**src/rtl/ctrl_seq_unit_pkg.sv**
```systemverilog
// Shared constants for the control sequencer: memory opcodes and one-hot phase encodings.
// Memory-class opcodes extend the existing ALU operation map.
package ctrl_seq_unit_pkg;

  localparam logic [3:0] OP_WRITE   = 4'hA;
  localparam logic [3:0] OP_READ    = 4'hB;
  localparam logic [3:0] OP_SPECIAL = 4'hE;
  localparam logic [3:0] OP_STACK   = 4'hF;

  // SPECIAL sub-operation that performs a memory read
  localparam logic [2:0] SPECIAL_RD_SUBOP = 3'b100;

  typedef enum logic [8:0] {
    ST_FETCH     = 9'h001,
    ST_DECODE    = 9'h002,
    ST_REG_READ  = 9'h004,
    ST_EXECUTE   = 9'h008,
    ST_MEM       = 9'h010,
    ST_REG_WRITE = 9'h020,
    ST_IRQ_FETCH = 9'h040,
    ST_IRQ_SAVE  = 9'h080,
    ST_ISR_ENTER = 9'h100
  } state_e;

  // Phases in which an outstanding memory access can be waited on
  function automatic logic is_wait_state(input state_e s);
    return (s == ST_FETCH) || (s == ST_MEM);
  endfunction

endpackage

```
**src/rtl/ctrl_seq_unit_irq_prio_enc.sv**
```systemverilog
// Fixed-priority encoder for masked interrupt requests; the lowest set index wins.
module irq_prio_enc #(
  parameter int N     = 4,
  parameter int IDX_W = 2
) (
  input  logic [N-1:0]     req,
  output logic             valid,
  output logic [IDX_W-1:0] idx
);

  always_comb begin
    valid = |req;
    idx   = '0;
    // Scan downwards so the last hit, the lowest index, is the one kept
    for (int i = N - 1; i >= 0; i--) begin
      if (req[i]) idx = IDX_W'(i);
    end
  end

endmodule

```
**src/rtl/ctrl_seq_unit.sv**
```systemverilog
// Multi-cycle control sequencer driving one-hot pipeline phases, memory strobes and IRQ entry.
// Build option: CTRL_SEQ_TIMEOUT_EN adds a memory-wait timeout with a bus error strobe.
module ctrl_seq_unit
  import ctrl_seq_unit_pkg::*;
#(
  parameter int INSTR_W       = 16,
  parameter int NUM_IRQ       = 4,
  parameter int IRQ_ACK_LAT   = 2,
  parameter int STACK_DIR_BIT = 8,
  parameter int MEM_TIMEOUT   = 255,
  localparam int IRQ_W        = (NUM_IRQ > 1) ? $clog2(NUM_IRQ) : 1
) (
  input  logic               I_clk,
  input  logic               I_reset_n,
  input  logic [INSTR_W-1:0] I_instruction,
  input  logic               I_mem_ready,
  input  logic               I_data_ready,
  input  logic               I_irq_enabled,
  input  logic [NUM_IRQ-1:0] I_irq_req,
  input  logic [NUM_IRQ-1:0] I_irq_mask,
  output logic [8:0]         O_state,
  output logic               O_execute,
  output logic               O_push_pc,
  output logic [NUM_IRQ-1:0] O_irq_ack,
  output logic [IRQ_W-1:0]   O_irq_num,
  output logic [INSTR_W-1:0] O_instr,
  output logic               O_bus_err
);

  localparam int LAT_W = (IRQ_ACK_LAT > 1) ? $clog2(IRQ_ACK_LAT) : 1;
  localparam logic [LAT_W-1:0] LAT_LAST = LAT_W'(IRQ_ACK_LAT - 1);

  state_e               state_q, state_d;
  logic                 mem_wait_q, mem_wait_d;
  logic                 save_pc_q, save_pc_d;
  logic                 exec_q, exec_d;
  logic                 push_q, push_d;
  logic [NUM_IRQ-1:0]   ack_q, ack_d;
  logic [IRQ_W-1:0]     num_q, num_d;
  logic [INSTR_W-1:0]   instr_q, instr_d;
  logic [LAT_W-1:0]     lat_cnt_q, lat_cnt_d;

  logic [3:0]           opcode;
  logic                 is_read, is_write;
  logic                 mem_complete;
  logic                 irq_valid;
  logic [IRQ_W-1:0]     irq_idx;

`ifdef CTRL_SEQ_TIMEOUT_EN
  localparam int WAIT_W = $clog2(MEM_TIMEOUT + 1);
  localparam logic [WAIT_W-1:0] WAIT_LAST = WAIT_W'(MEM_TIMEOUT - 1);
  logic [WAIT_W-1:0]    wait_cnt_q, wait_cnt_d;
  logic                 err_q, err_d;
`endif

  // Memory class always comes from the instruction latched in DECODE
  assign opcode   = instr_q[INSTR_W-1 -: 4];
  assign is_read  = (opcode == OP_READ)
                  || ((opcode == OP_SPECIAL) && (instr_q[2:0] == SPECIAL_RD_SUBOP))
                  || ((opcode == OP_STACK) && instr_q[STACK_DIR_BIT]);
  assign is_write = (opcode == OP_WRITE)
                  || ((opcode == OP_STACK) && !instr_q[STACK_DIR_BIT]);

  // A MEM access cannot complete in the cycle its strobe is on the bus
  assign mem_complete = mem_wait_q &&
    (((state_q == ST_FETCH) && I_data_ready) ||
     ((state_q == ST_MEM) && !exec_q && (is_write ? I_mem_ready : I_data_ready)));

  irq_prio_enc #(
    .N     (NUM_IRQ),
    .IDX_W (IRQ_W)
  ) u_irq_prio_enc (
    .req   (I_irq_req & I_irq_mask),
    .valid (irq_valid),
    .idx   (irq_idx)
  );

  always_comb begin
    state_d    = state_q;
    mem_wait_d = mem_wait_q;
    save_pc_d  = save_pc_q;
    exec_d     = 1'b0;
    push_d     = push_q;
    ack_d      = '0;
    num_d      = num_q;
    instr_d    = instr_q;
    lat_cnt_d  = lat_cnt_q;

    case (state_q)
      ST_FETCH: begin
        if (!mem_wait_q) begin
          if (I_mem_ready) begin
            exec_d     = 1'b1;
            mem_wait_d = 1'b1;
          end
        end else if (mem_complete) begin
          mem_wait_d = 1'b0;
          state_d    = ST_DECODE;
        end
      end
      ST_DECODE: begin
        instr_d = I_instruction;
        state_d = ST_REG_READ;
      end
      ST_REG_READ: state_d = ST_EXECUTE;
      ST_EXECUTE: begin
        if (is_read || is_write) begin
          if (I_mem_ready && !mem_wait_q) begin
            exec_d     = 1'b1;
            mem_wait_d = 1'b1;
          end
          state_d = ST_MEM;
        end else begin
          state_d = ST_REG_WRITE;
        end
      end
      ST_MEM: begin
        if (!mem_wait_q) begin
          if (I_mem_ready) begin
            exec_d     = 1'b1;
            mem_wait_d = 1'b1;
          end
        end else if (mem_complete) begin
          mem_wait_d = 1'b0;
          state_d    = ST_REG_WRITE;
        end
      end
      ST_REG_WRITE: begin
        // Finishing the PC save pass takes precedence, so IRQs never nest inside it
        if (save_pc_q) begin
          save_pc_d = 1'b0;
          push_d    = 1'b0;
          state_d   = ST_ISR_ENTER;
        end else if (I_irq_enabled && irq_valid) begin
          num_d          = irq_idx;
          ack_d[irq_idx] = 1'b1;
          lat_cnt_d      = '0;
          state_d        = ST_IRQ_FETCH;
        end else begin
          state_d = ST_FETCH;
        end
      end
      ST_IRQ_FETCH: begin
        if (lat_cnt_q == LAT_LAST) begin
          lat_cnt_d = '0;
          state_d   = ST_IRQ_SAVE;
        end else begin
          lat_cnt_d = lat_cnt_q + LAT_W'(1);
        end
      end
      ST_IRQ_SAVE: begin
        // The PC push then runs through the ordinary decode/execute path
        save_pc_d = 1'b1;
        push_d    = 1'b1;
        state_d   = ST_DECODE;
      end
      ST_ISR_ENTER: state_d = ST_FETCH;
      default:      state_d = ST_FETCH;
    endcase

`ifdef CTRL_SEQ_TIMEOUT_EN
    err_d      = 1'b0;
    wait_cnt_d = '0;
    if (mem_wait_q && is_wait_state(state_q)) begin
      // A completion landing on the timeout cycle wins over the error
      if (!mem_complete && (wait_cnt_q == WAIT_LAST)) begin
        err_d      = 1'b1;
        mem_wait_d = 1'b0;
        state_d    = ST_FETCH;
      end else begin
        wait_cnt_d = wait_cnt_q + WAIT_W'(1);
      end
    end
`endif
  end

  always_ff @(posedge I_clk) begin
    if (!I_reset_n) begin
      state_q    <= ST_FETCH;
      mem_wait_q <= 1'b0;
      save_pc_q  <= 1'b0;
      exec_q     <= 1'b0;
      push_q     <= 1'b0;
      ack_q      <= '0;
      num_q      <= '0;
      instr_q    <= '0;
      lat_cnt_q  <= '0;
    end else begin
      state_q    <= state_d;
      mem_wait_q <= mem_wait_d;
      save_pc_q  <= save_pc_d;
      exec_q     <= exec_d;
      push_q     <= push_d;
      ack_q      <= ack_d;
      num_q      <= num_d;
      instr_q    <= instr_d;
      lat_cnt_q  <= lat_cnt_d;
    end
  end

`ifdef CTRL_SEQ_TIMEOUT_EN
  always_ff @(posedge I_clk) begin
    if (!I_reset_n) begin
      wait_cnt_q <= '0;
      err_q      <= 1'b0;
    end else begin
      wait_cnt_q <= wait_cnt_d;
      err_q      <= err_d;
    end
  end

  assign O_bus_err = err_q;
`else
  // Timeout compiled out: constant-false, parameter kept so configurations stay interchangeable
  assign O_bus_err = (MEM_TIMEOUT < 0);
`endif

  assign O_state   = state_q;
  assign O_execute = exec_q;
  assign O_push_pc = push_q;
  assign O_irq_ack = ack_q;
  assign O_irq_num = num_q;
  assign O_instr   = instr_q;

endmodule

```
**config.mk**
```make
export PLATFORM = sky130hd
export DESIGN_NAME = ctrl_seq_unit
export DESIGN_NICKNAME = d
export VERILOG_FILES = /design/src/rtl/ctrl_seq_unit_pkg.sv /design/src/rtl/ctrl_seq_unit_irq_prio_enc.sv /design/src/rtl/ctrl_seq_unit.sv
export SDC_FILE = /design/constraint.sdc
export NUM_CORES = 1
export LEC_CHECK = 0
export CAP_MARGIN = 20
export CORE_MARGIN = 2
export CORE_UTILIZATION = 39
export CTS_CLUSTER_DIAMETER = 80
export DETAILED_ROUTE_END_ITERATION = 8
export GPL_TIMING_DRIVEN = 0
export PLACE_DENSITY_LB_ADDON = 0.15
export SLEW_MARGIN = 25
export SYNTH_ARGS = -nofsm -noshare
export SYNTH_HDL_FRONTEND = slang
export SYNTH_SLANG_ARGS = --single-unit
```
**constraint.sdc**
```tcl
create_clock -name I_clk -period 1.4 [get_ports I_clk]
set_input_delay 0.35 -clock I_clk [delete_from_list [all_inputs] [get_ports I_clk]]
set_output_delay 0.35 -clock I_clk [all_outputs]
set_load 0.1 [all_outputs]
```
==> impl.org <==
** Run status
- Run status :: finished with violations
- The final reports fail on setup timing.

** Floorplanning
- Cell row count :: 23
- The die covers 4860 um^2.
- The floorplan step defined a core boundary enclosing 4090 um^2.
- The die is 69.7 um wide.
- Y dimension of the die :: 69.7 um
- Initial Utilization :: 41.2%
- 63 I/O pins were placed.

** Global routing
- In the global route stage, met1 resource usage came out at 24.4%.
- The first global-routing pass estimated 6780 um of wire.
- Pin count of the biggest net entering global routing :: 12
- Antenna violations before repair :: 0
- For met3 alone, demand over resource in global routing was 4.80%.
- Via count of the first global-routing pass :: 1,425
- Overall fraction of global-route tracks in use :: 17.3%
- GRT met2 Usage :: 26.0%
- Global routing finished with a remaining overflow of 0.
- met2 is the most crowded layer.

** Logic synthesis
- Averaged over all synthesized cells, the footprint is 9.69 um^2.
- Netlist area before placement :: 1690 um^2
- Yosys printed 0 warnings.
- For this run, the register share of the synthesized area comes to 42.8%.
- Area contributors post-synth :: sky130_fd_sc_hd__dfxtp_1, sky130_fd_sc_hd__mux2i_1, sky130_fd_sc_hd__nor2b_1
- Flops & latches, synth :: 36
- Yosys mapped a number of flops with a built-in enable equal to 0.
- For this run, the leading register cell type out of synthesis is sky130_fd_sc_hd__dfxtp_1.
- The number of different library cells used by synthesis comes to 47.
- Yosys top cell area share :: 42.8%
- Synthesis handed over a netlist of 174 instances.
- Counting every net in the synthesized netlist gives 203.
- sky130_fd_sc_hd__dfxtp_1 takes more of the synthesized area than any other cell.
- Fraction of synthesis flops using an asynchronous set or reset pin :: 0%

** Worst setup path
- Worst setup EP type :: flip-flop
- Data arrives at the worst endpoint at 1.87 ns.
- Largest fanout on the critical path :: 4
- Data on the critical path is required at its endpoint by 1.61 ns.
- Critical Setup Path Class :: input port to flip-flop
- Critical path startpoint category :: input port

** Clock network
- Root buffer selected by CTS :: sky130_fd_sc_hd__clkbuf_8
- Clock transition time at the flip-flop clock pins of the worst setup and hold paths :: 0.07 ns
- # H-tree levels :: 2
- In this run, post-CTS hold repair placed 0 buffers.
- The clock reaches the later pin of the worst-skew pair after 0.28 ns.
- Clock sink count :: 36
- The clock passes through at most 2 buffers.
- TritonCTS built the clock tree.
- In this run, CTS created clock tree buffers numbering 5.

** Route
- Count of vias placed by the detailed router :: 1,505
- Post-detailed-route wirelength per cell :: 13.0 um
- Number of vias per cell after detailed routing :: 4.92
- In this run, the number of DRC markers left after iteration 0 of detailed routing was 60.
- Final Routed Wirelength :: 3970 um
- DRT antenna net count :: 0
- The pre-antenna-repair detailed-routing pass consisted of 4 iterations.
- DRC violations left :: 0

** Run
- Max-cap violations in this run came to 0.

** Power
- Power density cells :: 1270 nW/um^2
- Maximum resistive drop on vdd :: 0.774 mV
- Net switching is 37.8% of the power.
- Internal power :: 2.07 mW
- Summing internal, switching and leakage power gives 3.33 mW.
- Clock group share of total power :: 22.5%
- The analysis attributes to net switching a power of 1.26 mW.
- Summed over all cells, the static leakage comes to 1.01 nW.
- Of the total power, registers draw 35.8%.
- Relative contribution of combinational cells to total power :: 41.7%

** Timing
- The number of pins exceeding their max-slew limit in the final report was 0.
- Final-layout setup total negative slack :: -5.98 ns
- For this run, the top clock speed supported by timing is 601 MHz.
- Setup violations remaining at the end of the flow were counted as 31.
- Final WS setup :: -0.265 ns
- Final cycle utilization of the critical path :: 119%
- Setup repair after global routing could not meet its margin everywhere.
- The worst path in the final design needs a cycle of 1.66 ns, including I/O delays and setup.
- Clock skew :: 0.00785 ns
- The number of failing hold endpoints at the final stage is 0.

** Final layout
- In the final layout, the multi-input gates occupy 963 um^2.
- The area growth from synthesis to layout is 55.2%.
- Footprint of the flip-flops and latches :: 774 um^2
- Count of nets after finishing :: 284
- After filler insertion, the fill cell instance count of the layout stands at 365.
- In the final layout, the share of cells above drive strength 1 is 37.9%.
- The number of antenna diodes in the final layout is 0.

** Min path
- The worst hold path belongs to the class flip-flop to flip-flop.

** Place
- At the end of routability-driven placement, the weighted congestion stood at 0.727.
- Summed over all nets, the half-perimeter wirelength after detailed placement is 2870 um.
- Port bufs :: 61
==> power groups by stage <==
stage	Combinational [mW]	Clock (mW)	Sequential, mW
after CTS	1.31	0.776	1.19
after global placement	1.13	0	1.21
final	1.39	0.750	1.19
after detailed placement	1.14	0	1.21
after global routing	1.47	0.823	1.21
after floorplan	0.448	0	1.62
==> registers in the layout (all words and copies together), names as in the netlist <==
signal      cells
O_instr        16
lat_cnt_q       1
O_push_pc       1
mem_wait_q      1
save_pc_q       1
O_irq_num       2
O_irq_ack       4
O_execute       1
O_state         9
==> repair_timing <==
| action | 4_1_cts | 5_1_grt |
|---|---|---|
| setup endpoints to repair | 66 | 39 |
| gates resized for setup | 213 | 5 |
| pin swaps | 16 | 9 |
| cloned | 0 | 1 |
| buffers inserted | 10 | 2 |
==> placed cells by master (no fill, tap or decap), drive strengths merged, types with 2 or more instances in the layout <==
cell type | Yosys | layout
nor4b | 3 | 3
xnor2 | 2 | 2
a21oi | 7 | 7
nand2 | 18 | 18
nand4 | 2 | 2
mux2i | 17 | 17
o21a | 2 | 2
clkinv | 0 | 2
o21ai | 3 | 3
nand3 | 5 | 5
dfxtp | 36 | 36
a21boi | 2 | 2
clkbuf | 3 | 12
nor2 | 17 | 17
and2 | 3 | 3
nor3 | 4 | 4
nand4b | 2 | 2
inv | 3 | 3
nor2b | 20 | 20
buf | 4 | 47
clkdlybuf4s50 | 0 | 28
and3b | 2 | 2
==> critical path, stage by stage <==
cell and delay [ns]:
sky130_fd_sc_hd__clkdlybuf4s50_1 0.58, sky130_fd_sc_hd__o41ai_1 0.11, sky130_fd_sc_hd__a21oi_1 0.26, sky130_fd_sc_hd__a32oi_2 0.18
sky130_fd_sc_hd__o21ba_4 0.23, sky130_fd_sc_hd__nor3_2 0.16
==> cell families (layout without fill, tap and decap cells) <==
| group | Yosys count | count (layout) | share of synthesized area [%] |
|---|---|---|---|
| simple gates | 83 | 83 | 31.1 |
| flops | 36 | 36 | 42.8 |
| compound gates | 25 | 25 | 10.5 |
| mux | 17 | 17 | 10.1 |
| buf+inv | 10 | 92 | 4.31 |
| xor+xnor | 2 | 2 | 1.04 |
| other cells | 1 | 1 | 0.223 |
==> cells in the mapped netlist (2+ instances only) <==
library cell                n
sky130_fd_sc_hd__dfxtp_1   36
sky130_fd_sc_hd__nor2b_1   20
sky130_fd_sc_hd__nand2_1   18
sky130_fd_sc_hd__mux2i_1   17
sky130_fd_sc_hd__nor2_1    14
sky130_fd_sc_hd__a21oi_1    7
sky130_fd_sc_hd__nand3_1    4
sky130_fd_sc_hd__and2_1     3
sky130_fd_sc_hd__clkbuf_1   3
sky130_fd_sc_hd__inv_1      3
sky130_fd_sc_hd__nor3_2     3
sky130_fd_sc_hd__o21ai_0    3
sky130_fd_sc_hd__and3b_1    2
sky130_fd_sc_hd__buf_6      2
sky130_fd_sc_hd__nand4_1    2
sky130_fd_sc_hd__nand4b_1   2
sky130_fd_sc_hd__nor2_4     2
sky130_fd_sc_hd__nor4b_4    2
sky130_fd_sc_hd__o21a_1     2
sky130_fd_sc_hd__xnor2_1    2
==> worst paths after layout <==
kind,startpoint,to,slack (ns),cells past startpoint
setup / recovery,I_data_ready,O_state[5]$_SDFFE_PN0P_,-0.26,6
hold / removal,lat_cnt_q$_SDFFE_PN0P_,O_state[7]$_SDFFE_PN0P_,0.44,2
setup reg to reg,O_state[3]$_SDFFE_PN0P_,O_instr[10]$_SDFFE_PN0P_,-0.25,8
hold reg to reg,lat_cnt_q$_SDFFE_PN0P_,O_state[7]$_SDFFE_PN0P_,0.44,2
==> final cells by class <==
class	count	share of cell area [%]
plain buffers	7	2.34
clock buffers	6	3.16
clock inverters	2	0.383
inverters	3	0.526
multi-input cells	128	36.8
flip-flops and latches	36	29.6
well taps	50	2.39
repair buffers	74	24.8
==> per-stage QoR <==
step                worst slack [ns]  instances  instance area [um^2]  utilization, %  hold WS [ns]
finish                        -0.265        306                  2620            64.0         0.441
global route                  -0.363        306                  2620            64.0         0.491
CTS                           -0.304        303                  2560            62.8         0.440
detailed placement            -0.482        285                  2420            59.1         0.429
global placement              -0.480        285                  2420            59.1         0.424
floorplan                     -0.316        174                  1740               -         0.414
==> routing by layer <==
metal	up-vias	wire length (um)
met5	-	0
met4	0	11
met3	2	202
met2	36	1840
met1	702	1920
li1	765	-
Power figures use the tool's default switching activity.
